`src/rtl/cplx_divider.sv`:
```
// Sequential signed complex divider: q = num * conj(den) / |den|^2, one quotient bit per cycle.
// Define CPLX_DIV_ROUND_EN to round half away from zero instead of truncating toward zero.
module cplx_divider #(
    parameter int unsigned NW = 16,
    parameter int unsigned DW = 8,
    parameter int unsigned QW = 8
) (
    input  logic          clk,
    input  logic          rst,
    input  logic          in_valid,
    output logic          in_ready,
    input  logic [NW-1:0] num_real,
    input  logic [NW-1:0] num_imag,
    input  logic [DW-1:0] den_real,
    input  logic [DW-1:0] den_imag,
    output logic          out_valid,
    input  logic          out_ready,
    output logic [QW-1:0] q_real,
    output logic [QW-1:0] q_imag,
    output logic          overflow,
    output logic          div_by_zero
);

    localparam int unsigned PW = NW + DW + 1;
    localparam int unsigned MW = 2 * DW;
    localparam int unsigned CW = $clog2(PW);
    localparam logic [PW:0] LimPos = (PW+1)'(2 ** (QW - 1) - 1);
    localparam logic [PW:0] LimNeg = (PW+1)'(2 ** (QW - 1));

    typedef enum logic [2:0] {StIdle, StPrep, StDiv, StFin, StDone} state_e;

    state_e r_state, w_state_next;

    logic signed [NW-1:0] r_num_re, r_num_im;
    logic signed [DW-1:0] r_den_re, r_den_im;
    logic [PW-1:0]        r_qr_re, r_qr_im;
    logic [MW-1:0]        r_rem_re, r_rem_im;
    logic [MW-1:0]        r_mag;
    logic [CW-1:0]        r_cnt;
    logic                 r_neg_re, r_neg_im, r_dz_pend;
    logic                 r_out_valid, r_ovf, r_dz;
    logic [QW-1:0]        r_q_re, r_q_im;

    // One restoring step: returns {quotient bit, new remainder}. The remainder is always below
    // mag, so the modular MW-bit subtraction is exact whenever the bit is set.
    function automatic logic [MW:0] f_step(input logic [MW-1:0] rem, input logic msb,
                                           input logic [MW-1:0] mag);
        logic [MW:0] sh;
        logic        ge;
        sh = {rem, msb};
        ge = (sh >= {1'b0, mag});
        return {ge, ge ? (sh[MW-1:0] - mag) : sh[MW-1:0]};
    endfunction

    // Returns {clipped, value} for a magnitude and sign.
    function automatic logic [QW:0] f_sat(input logic [PW:0] mag, input logic neg);
        if (mag > (neg ? LimNeg : LimPos)) begin
            return {1'b1, neg, {(QW-1){~neg}}};
        end
        return {1'b0, QW'(neg ? -mag : mag)};
    endfunction

    logic signed [PW-1:0] w_nre, w_nim, w_dre, w_dim, w_nr, w_ni;
    logic signed [MW-1:0] w_dre_m, w_dim_m, w_dr_sq, w_di_sq;
    logic [MW-1:0]        w_mag;
    logic [PW-1:0]        w_nr_abs, w_ni_abs;
    logic [MW:0]          w_step_re, w_step_im;
    logic                 w_inc_re, w_inc_im;
    logic [PW:0]          w_qm_re, w_qm_im;
    logic [QW:0]          w_sat_re, w_sat_im;

    assign w_nre    = PW'(r_num_re);
    assign w_nim    = PW'(r_num_im);
    assign w_dre    = PW'(r_den_re);
    assign w_dim    = PW'(r_den_im);
    assign w_nr     = w_nre * w_dre + w_nim * w_dim;
    assign w_ni     = w_nim * w_dre - w_nre * w_dim;
    assign w_dre_m  = MW'(r_den_re);
    assign w_dim_m  = MW'(r_den_im);
    assign w_dr_sq  = w_dre_m * w_dre_m;
    assign w_di_sq  = w_dim_m * w_dim_m;
    assign w_mag    = $unsigned(w_dr_sq) + $unsigned(w_di_sq);
    assign w_nr_abs = w_nr[PW-1] ? $unsigned(-w_nr) : $unsigned(w_nr);
    assign w_ni_abs = w_ni[PW-1] ? $unsigned(-w_ni) : $unsigned(w_ni);

    assign w_step_re = f_step(r_rem_re, r_qr_re[PW-1], r_mag);
    assign w_step_im = f_step(r_rem_im, r_qr_im[PW-1], r_mag);

`ifdef CPLX_DIV_ROUND_EN
    assign w_inc_re = ({r_rem_re, 1'b0} >= {1'b0, r_mag});
    assign w_inc_im = ({r_rem_im, 1'b0} >= {1'b0, r_mag});
`else
    assign w_inc_re = 1'b0;
    assign w_inc_im = 1'b0;
`endif

    assign w_qm_re  = {1'b0, r_qr_re} + {{PW{1'b0}}, w_inc_re};
    assign w_qm_im  = {1'b0, r_qr_im} + {{PW{1'b0}}, w_inc_im};
    assign w_sat_re = f_sat(w_qm_re, r_neg_re);
    assign w_sat_im = f_sat(w_qm_im, r_neg_im);

    always_ff @(posedge clk) begin
        if (rst) begin
            r_state <= StIdle;
        end else begin
            r_state <= w_state_next;
        end
    end

    always_comb begin
        w_state_next = r_state;
        in_ready     = 1'b0;
        case (r_state)
            StIdle: begin
                in_ready = 1'b1;
                if (in_valid) begin
                    w_state_next = StPrep;
                end
            end
            StPrep:  w_state_next = (w_mag == '0) ? StFin : StDiv;
            StDiv: begin
                if (r_cnt == CW'(PW - 1)) begin
                    w_state_next = StFin;
                end
            end
            StFin:   w_state_next = StDone;
            StDone: begin
                if (out_ready) begin
                    w_state_next = StIdle;
                end
            end
            default: w_state_next = StIdle;
        endcase
    end

    always_ff @(posedge clk) begin
        if (rst) begin
            r_num_re    <= '0;
            r_num_im    <= '0;
            r_den_re    <= '0;
            r_den_im    <= '0;
            r_qr_re     <= '0;
            r_qr_im     <= '0;
            r_rem_re    <= '0;
            r_rem_im    <= '0;
            r_mag       <= '0;
            r_cnt       <= '0;
            r_neg_re    <= 1'b0;
            r_neg_im    <= 1'b0;
            r_dz_pend   <= 1'b0;
            r_out_valid <= 1'b0;
            r_ovf       <= 1'b0;
            r_dz        <= 1'b0;
            r_q_re      <= '0;
            r_q_im      <= '0;
        end else begin
            case (r_state)
                StIdle: begin
                    if (in_valid) begin
                        r_num_re <= num_real;
                        r_num_im <= num_imag;
                        r_den_re <= den_real;
                        r_den_im <= den_imag;
                    end
                end
                StPrep: begin
                    r_qr_re   <= w_nr_abs;
                    r_qr_im   <= w_ni_abs;
                    r_neg_re  <= w_nr[PW-1];
                    r_neg_im  <= w_ni[PW-1];
                    r_mag     <= w_mag;
                    r_rem_re  <= '0;
                    r_rem_im  <= '0;
                    r_cnt     <= '0;
                    r_dz_pend <= (w_mag == '0);
                end
                StDiv: begin
                    // The dividend shifts out MSB first while quotient bits fill in from the LSB.
                    r_qr_re  <= {r_qr_re[PW-2:0], w_step_re[MW]};
                    r_qr_im  <= {r_qr_im[PW-2:0], w_step_im[MW]};
                    r_rem_re <= w_step_re[MW-1:0];
                    r_rem_im <= w_step_im[MW-1:0];
                    r_cnt    <= r_cnt + 1'b1;
                end
                StFin: begin
                    r_out_valid <= 1'b1;
                    if (r_dz_pend) begin
                        r_q_re <= '0;
                        r_q_im <= '0;
                        r_ovf  <= 1'b0;
                        r_dz   <= 1'b1;
                    end else begin
                        r_q_re <= w_sat_re[QW-1:0];
                        r_q_im <= w_sat_im[QW-1:0];
                        r_ovf  <= w_sat_re[QW] | w_sat_im[QW];
                        r_dz   <= 1'b0;
                    end
                end
                StDone: begin
                    if (out_ready) begin
                        r_out_valid <= 1'b0;
                    end
                end
                default: ;
            endcase
        end
    end

    assign out_valid   = r_out_valid;
    assign q_real      = r_q_re;
    assign q_imag      = r_q_im;
    assign overflow    = r_ovf;
    assign div_by_zero = r_dz;

endmodule

```
`config.mk`:
```
export PLATFORM = sky130hd
export DESIGN_NAME = cplx_divider
export DESIGN_NICKNAME = d
export VERILOG_FILES = /design/src/rtl/cplx_divider.sv
export SDC_FILE = /design/constraint.sdc
export NUM_CORES = 2
export LEC_CHECK = 0
export ABC_CLOCK_PERIOD_IN_PS = 9250
export CELL_PAD_IN_SITES_DETAIL_PLACEMENT = 1
export CELL_PAD_IN_SITES_GLOBAL_PLACEMENT = 2
export CORE_ASPECT_RATIO = 0.75
export CORE_MARGIN = 2
export CORE_UTILIZATION = 30
export CTS_CLUSTER_DIAMETER = 30
export DETAILED_ROUTE_END_ITERATION = 6
export GPL_ROUTABILITY_DRIVEN = 1
export PLACE_DENSITY_LB_ADDON = 0.1
export SYNTH_ARGS = -nofsm -noshare
export SYNTH_HDL_FRONTEND = slang
export SYNTH_SLANG_ARGS = --single-unit
export TNS_END_PERCENT = 5
```
`constraint.sdc`:
```
create_clock -name clk -period 9.25 [get_ports clk]
set_clock_uncertainty 0.1 [all_clocks]
set_input_delay 1.85 -clock clk [delete_from_list [all_inputs] [get_ports clk]]
set_output_delay 1.85 -clock clk [all_outputs]
set_load 0.01 [all_outputs]
```
# Word-level counts from Yosys, hierarchy flattened
# Cells that the tools add are included.
# Widths: inputs -> output; s select.
[totals]
elab_cells = 88
reg_bits = 176
inputBits = 52
output_inout_bits = 20
[classes]
n_reduce_logical = 7
muxes = 31
n_bitwise = 3
n_mul = 6
addsub = 10
n_eq_ne = 8
magnitude_cmp = 4
[op_table]
columns = ["operator", "count"]
rows = [
  ["$pmux 25 s2", 2],
  ["$mul 16x8->24", 4],
  ["$pmux 16 s2", 2],
  ["$gt 25x8->1", 2],
  ["$mux 25", 2],
  ["$neg 25->25", 2],
  ["$mux 8", 6],
  ["$mux 9", 4],
  ["$ge 17x16->1", 2],
  ["$mul 8x8->16", 2],
  ["$mux 16", 2],
  ["$sub 16x16->16", 2],
  ["$add 24x24->25", 1],
  ["$sub 24x24->25", 1],
  ["$add 16x16->16", 1],
  ["$logic_not 16->1", 1],
  ["$neg 8->8", 2],
  ["$pmux 3 s5", 1],
  ["$pmux 5 s2", 1],
  ["$mux 3", 3],
  ["$mux 1", 7],
  ["$eq 3x2->1 const B", 2],
  ["$ne 2x2->1 const B", 3],
  ["$add 5x1->5 const B", 1],
  ["other kinds (10)", 13],
]

# Logic depth before layout (Yosys ltp)
[depth]
word_depth = 6
depth_mapped = 29
ltp_nobuf = 24

# Worst setup path before layout
# OpenSTA, ideal clock, no wires.
[synth_path]
path_type = "reg-to-reg"
from = "reg r_den_re[2]"
to = "reg r_qr_re[24]"
slack_ps = 2251
t_arrival_ps = 6828
stages_incl_launch_ff = 24
setup_time_ps = 70
path_buffers = 2
t_required_ps = 9080
cell_sequence = "dfxtp_1 > clkbuf_1 > clkbuf_1 > nand2_1 > fa_1 > fa_1 > fa_1 > inv_1 > fa_1 > fa_1 > inv_1 > fa_1 > inv_1 > ha_1 > nor3_1 > o21ai_1 > o211a_1 > or3_4 > a2111oi_4 > nand4_2 > nor4_4 > nand3_2 > or4_1 > a21oi_1"
[synth_between]
elab_chain_cells = 5
[synth_rtl]
columns = ["element", "line_no", "source"]
rows = [
  ["start, declared", "35", "logic signed [DW-1:0] r_den_re, r_den_im;"],
  ["start signal, assigned", "162", "r_den_re <= den_real;"],
  ["$mul 16x8->24 (*)", "76", "assign w_nr = w_nre * w_dre + w_nim * w_dim;"],
  ["$add 24x24->25 (*)", "76", ""],
  ["$neg 25->25", "83", "assign w_nr_abs = w_nr[PW-1] ? $unsigned(-w_nr) : $unsigned(w_nr);"],
  ["$mux 25 (*)", "83", ""],
  ["$pmux 25 s2 (*)", "157", "case (r_state)"],
  ["end signal, assigned", "167", "r_qr_re <= w_nr_abs;"],
  ["end signal, assigned", "179", "r_qr_re <= {r_qr_re[PW-2:0], w_step_re[MW]};"],
  ["end, declared", "36", "logic [PW-1:0] r_qr_re, r_qr_im;"],
]
# Every way passes the cells marked *; elsewhere a longest branch is shown, timed or not.
# A chain may end at the register's enable or synchronous reset.

# Worst setup path after layout
[layout_path]
from = "reg r_den_re[3]"
to = "reg r_qr_re[21]"
# The elaborated chain is that of the path after synthesis.

==> results by group <==
Run status
  – Status: complete, no violations

Clock network
  – Post-CTS setup buffers: 0
  – Worst-path clk slew: 100 ps
  – Clock latency at the later pin of the worst-skew pair: around 560 ps
  – Hold-fix buffers, CTS: 0
  – Resized cells post-CTS: 0
  – Clock root cell: clkbuf_16
  – CTS Sinks: 176
  – CTS Buf Count: 17
  – H-tree depth: 4
  – Max clock buf depth: 2
  – CTS tree: yes

Worst setup path
  – Register-to-Register Path Depth: 23
  – CP Max Fanout: 30
  – Crit path largest cell delay: 900 ps
  – Kind of critical path: reg -> reg
  – Buf+Inv Stages, Crit Path: 6
  – Setup crit start: r_den_re[3]
  – CP Depth: 23
  – Crit-path most repeated cell: fa_1
  – CP max-delay cell: dfxtp_2
  – CP required: 9590 ps
  – CP Cell Sequence: buf_4 -> nand2_1 -> fa_1 -> inv_1 -> fa_1 -> inv_1 -> fa_1 -> inv_1 -> fa_1 -> fa_1 -> inv_1 -> fa_1 -> inv_1 -> ha_1 -> a21oi_1 -> o31ai_1 -> o21bai_1 -> a211o_1 -> a2111oi_0 -> or3_1 -> a21oi_1 -> a21o_1 -> o221a_2
  – Crit-path leading delay family: adder cells
  – R2r setup slk: 1170 ps
  – CP Launch Type: flip-flop
  – Critical path data arrival time: 8420 ps
  – Beginning of the worst register-to-register path: r_den_re[3]
  – CP endpoint kind: flip-flop
  – Crit Reg-Reg Endpoint: r_qr_re[21]

Yosys
  – YS warnings: 0
  – Synth top area share: between 30 and 40%
  – FFs w/ async S/R, synth: 0%
  – EDFF count, synth: 0
  – Yosys reg bits: about 180
  – Register area share after synthesis: 10.5%
  – Mapped Cells: 3881
  – Yosys cell types: 78
  – Avg Cell Area, Syn: around 8.6 um2
  – Synth Flop Type: dfxtp_1
  – Synth Net Count: approximately 4800
  – Mapped cell area: between 30000 and 40000 um2
  – Largest cells by area after synthesis: fa_1 (37%), dfxtp_1 (11%), ha_1 (9.6%)
  – Synth area leader: fa_1

Min path
  – Hold Path Origin: overflow
  – Hold Crit Depth: 2
  – Worst Hold Path EP: overflow
  – HP Class: reg -> reg

STA
  – Slew @ Worst Pin: 1240 ps
  – WHS: 342 ps
  – Min Tclk post-route: 8080 ps
  – Max-slew headroom: between 10% and 20%
  – Period utilisation layout: 87.4%
  – Final hold viol count: 0
  – Pins Over Slew Limit: 0
  – RSZ-0062 raised after global routing: no
  – Max Clock Freq: ~0.12 GHz
  – Setup TNS: 0 ps
  – Count of final setup violators: 0

Place
  – Placed cells: 5305
  – Routability cong.: 0.782
  – Detailed Place HPWL: 88.3 mm
  – Buffers on Ports: 71

Floorplanning
  – Initial core utilization: 30.1%
  – Core Rows: between 100 and 150
  – Die Y: 293 um
  – Core area: around 110000 um2
  – # IOs: 72
  – Overall die width: 389 um
  – Die ar.: 114000 um2

Routing
  – Final wirelength: 110 mm
  – DRC: 0
  – 1st-iter DRT viols: 1124
  – Via Count: 25500
  – Post-route antenna net violation count: 0
  – Via density: 4.78
  – Initial DRT Pass Iterations: 5
  – Wire per inst: approximately 21 um

GRT
  – First-pass GRT wire length: approximately 180 mm
  – Pin count of the biggest net entering global routing: 67
  – Initial antenna violation count: 3
  – All-layer global routing usage: between 20% and 30%
  – Vias in the first global route: ~29000
  – Total grt overflow: 0

Power
  – P per Cell Area: 204 nW/um2
  – LEAKAGE: 16.3 nW
  – Max VDD drop: 0.191 mV

Layout
  – Post-layout nets: between 4000 and 5000
  – Finished Layout Cells: 5342
  – Area grow syn2layout: 9.24%
  – Share of layout cells above drive strength 1: 4.12%

Job
  – Max cap viols: 0
how the worst max path moves through the flow:
| stage | to | slack [ps] |
|---|---|---|
| 2_1_floorplan | r_qr_re[24] | 2250 |
| 3_3_place_gp | r_qr_re[21] | 1230 |
| 3_5_place_dp | r_qr_re[21] | 1110 |
| 4_1_cts | r_qr_re[21] | 1090 |
| 5_1_grt | r_qr_re[21] | 720 |
| 6_report | r_qr_re[21] | 1170 |
per-layer routing:
layer,vias to the layer above,share of wire [%],global-route usage [%],wire length [um]
met5,-,0,0,0
met4,0,1.8,4.59,1960
met3,62,3.0,2.47,3340
met2,271,44,31.4,48200
met1,13100,51,30.2,56600
li1,12100,-,-,-
metrics by stage:
step | cell area, um2 | power [mW] | utilization [%] | worst slack (ps)
after floorplan | 33400 | 4.96 | - | 2250
after global routing | 36500 | 8.27 | 32.9 | 723
final | 36500 | 7.45 | 32.9 | 1170
after CTS | 36500 | 7.61 | 32.9 | 1090
after detailed placement | 35900 | 6.70 | 32.3 | 1110
after global placement | 35900 | 6.74 | 32.3 | 1230
layout by cell type (no fill, tap or decap), types with 40 or more instances in the layout:
cell type	netlist	final
buf_4	0	68
o22ai_1	40	40
nand2_1	474	473
a22oi_1	46	46
nor2_1	163	162
inv_1	786	786
nand2b_1	44	44
o21ai_0	95	95
dfxtp_1	176	162
clkdlybuf4s50_1	0	70
fa_1	622	622
xor2_1	41	41
ha_1	256	256
a21oi_1	159	159
nor3_1	51	48
and2_1	272	270
xnor2_1	94	94
report_power, final:
group / total (mW) / leakage [nW] / switching [mW] / internal [mW]
Clock: 0.838 / 0.297 / 0.448 / 0.390
Combinational: 5.60 / 14.6 / 3.41 / 2.18
Sequential: 1.02 / 1.44 / 0.181 / 0.837
Total: 7.45 / 16.3 / 4.04 / 3.41
synthesized netlist by cell type, types with 7 or more instances:
| master | count |
|---|---|
| a211oi_1 | 13 |
| a21o_1 | 22 |
| a21oi_1 | 159 |
| a22o_1 | 13 |
| a22oi_1 | 46 |
| a31oi_1 | 11 |
| and2_1 | 272 |
| and3_1 | 9 |
| buf_1 | 7 |
| clkbuf_1 | 161 |
| dfxtp_1 | 176 |
| fa_1 | 622 |
| ha_1 | 256 |
| inv_1 | 786 |
| mux2i_1 | 20 |
| nand2_1 | 474 |
| nand2b_1 | 44 |
| nand3_1 | 23 |
| nand3b_1 | 9 |
| nand4_1 | 20 |
| nor2_1 | 163 |
| nor2b_1 | 25 |
| nor3_1 | 51 |
| nor3b_1 | 7 |
| nor4_1 | 17 |
| o211ai_1 | 12 |
| o21a_1 | 29 |
| o21ai_0 | 95 |
| o21bai_1 | 9 |
| o22ai_1 | 40 |
| o31a_1 | 8 |
| o31ai_1 | 12 |
| or2_2 | 12 |
| or3_1 | 15 |
| or4_1 | 8 |
| xnor2_1 | 94 |
| xor2_1 | 41 |
worst min-delay path: stages (launching register included):
cell and delay [ps]:
dfxtp_1 310, nand2_1 50, nand2_1 40
state kept, by name, summed over array words and instances (netlist names):
signal / count
r_qr_im: 25
r_qr_re: 25
r_mag: 16
r_num_im: 16
r_num_re: 16
r_rem_im: 16
r_rem_re: 16
q_imag: 8
q_real: 8
r_den_im: 8
r_den_re: 8
r_cnt: 5
r_state: 3
div_by_zero: 1
out_valid: 1
overflow: 1
r_dz_pend: 1
r_neg_im: 1
r_neg_re: 1
logic make-up (layout without fill, tap and decap cells):
logic type,count (synthesis),in the layout,synth area share [%]
other cells,0,5,0
compound gates,538,538,10.4
simple gates,1170,1170,17.2
fa+ha+maj,878,878,46.8
flops,176,176,10.5
buf+inv,961,959,10.8
xor+xnor,135,135,3.54
mux,23,23,0.700
layout make-up:
cell class / instances / area (um2)
flip-flops and latches: 176 / 3540
diodes: 5 / 12.5
clock buffers: 18 / 429
inverters: 787 / 2950
repair buffers: 140 / 1250
fillers: 13000 / 74500
well taps: 1458 / 1820
multi-input cells: 2744 / 26300
clock inverters: 14 / 181
No activity file was read; power rests on OpenSTA's default activity.
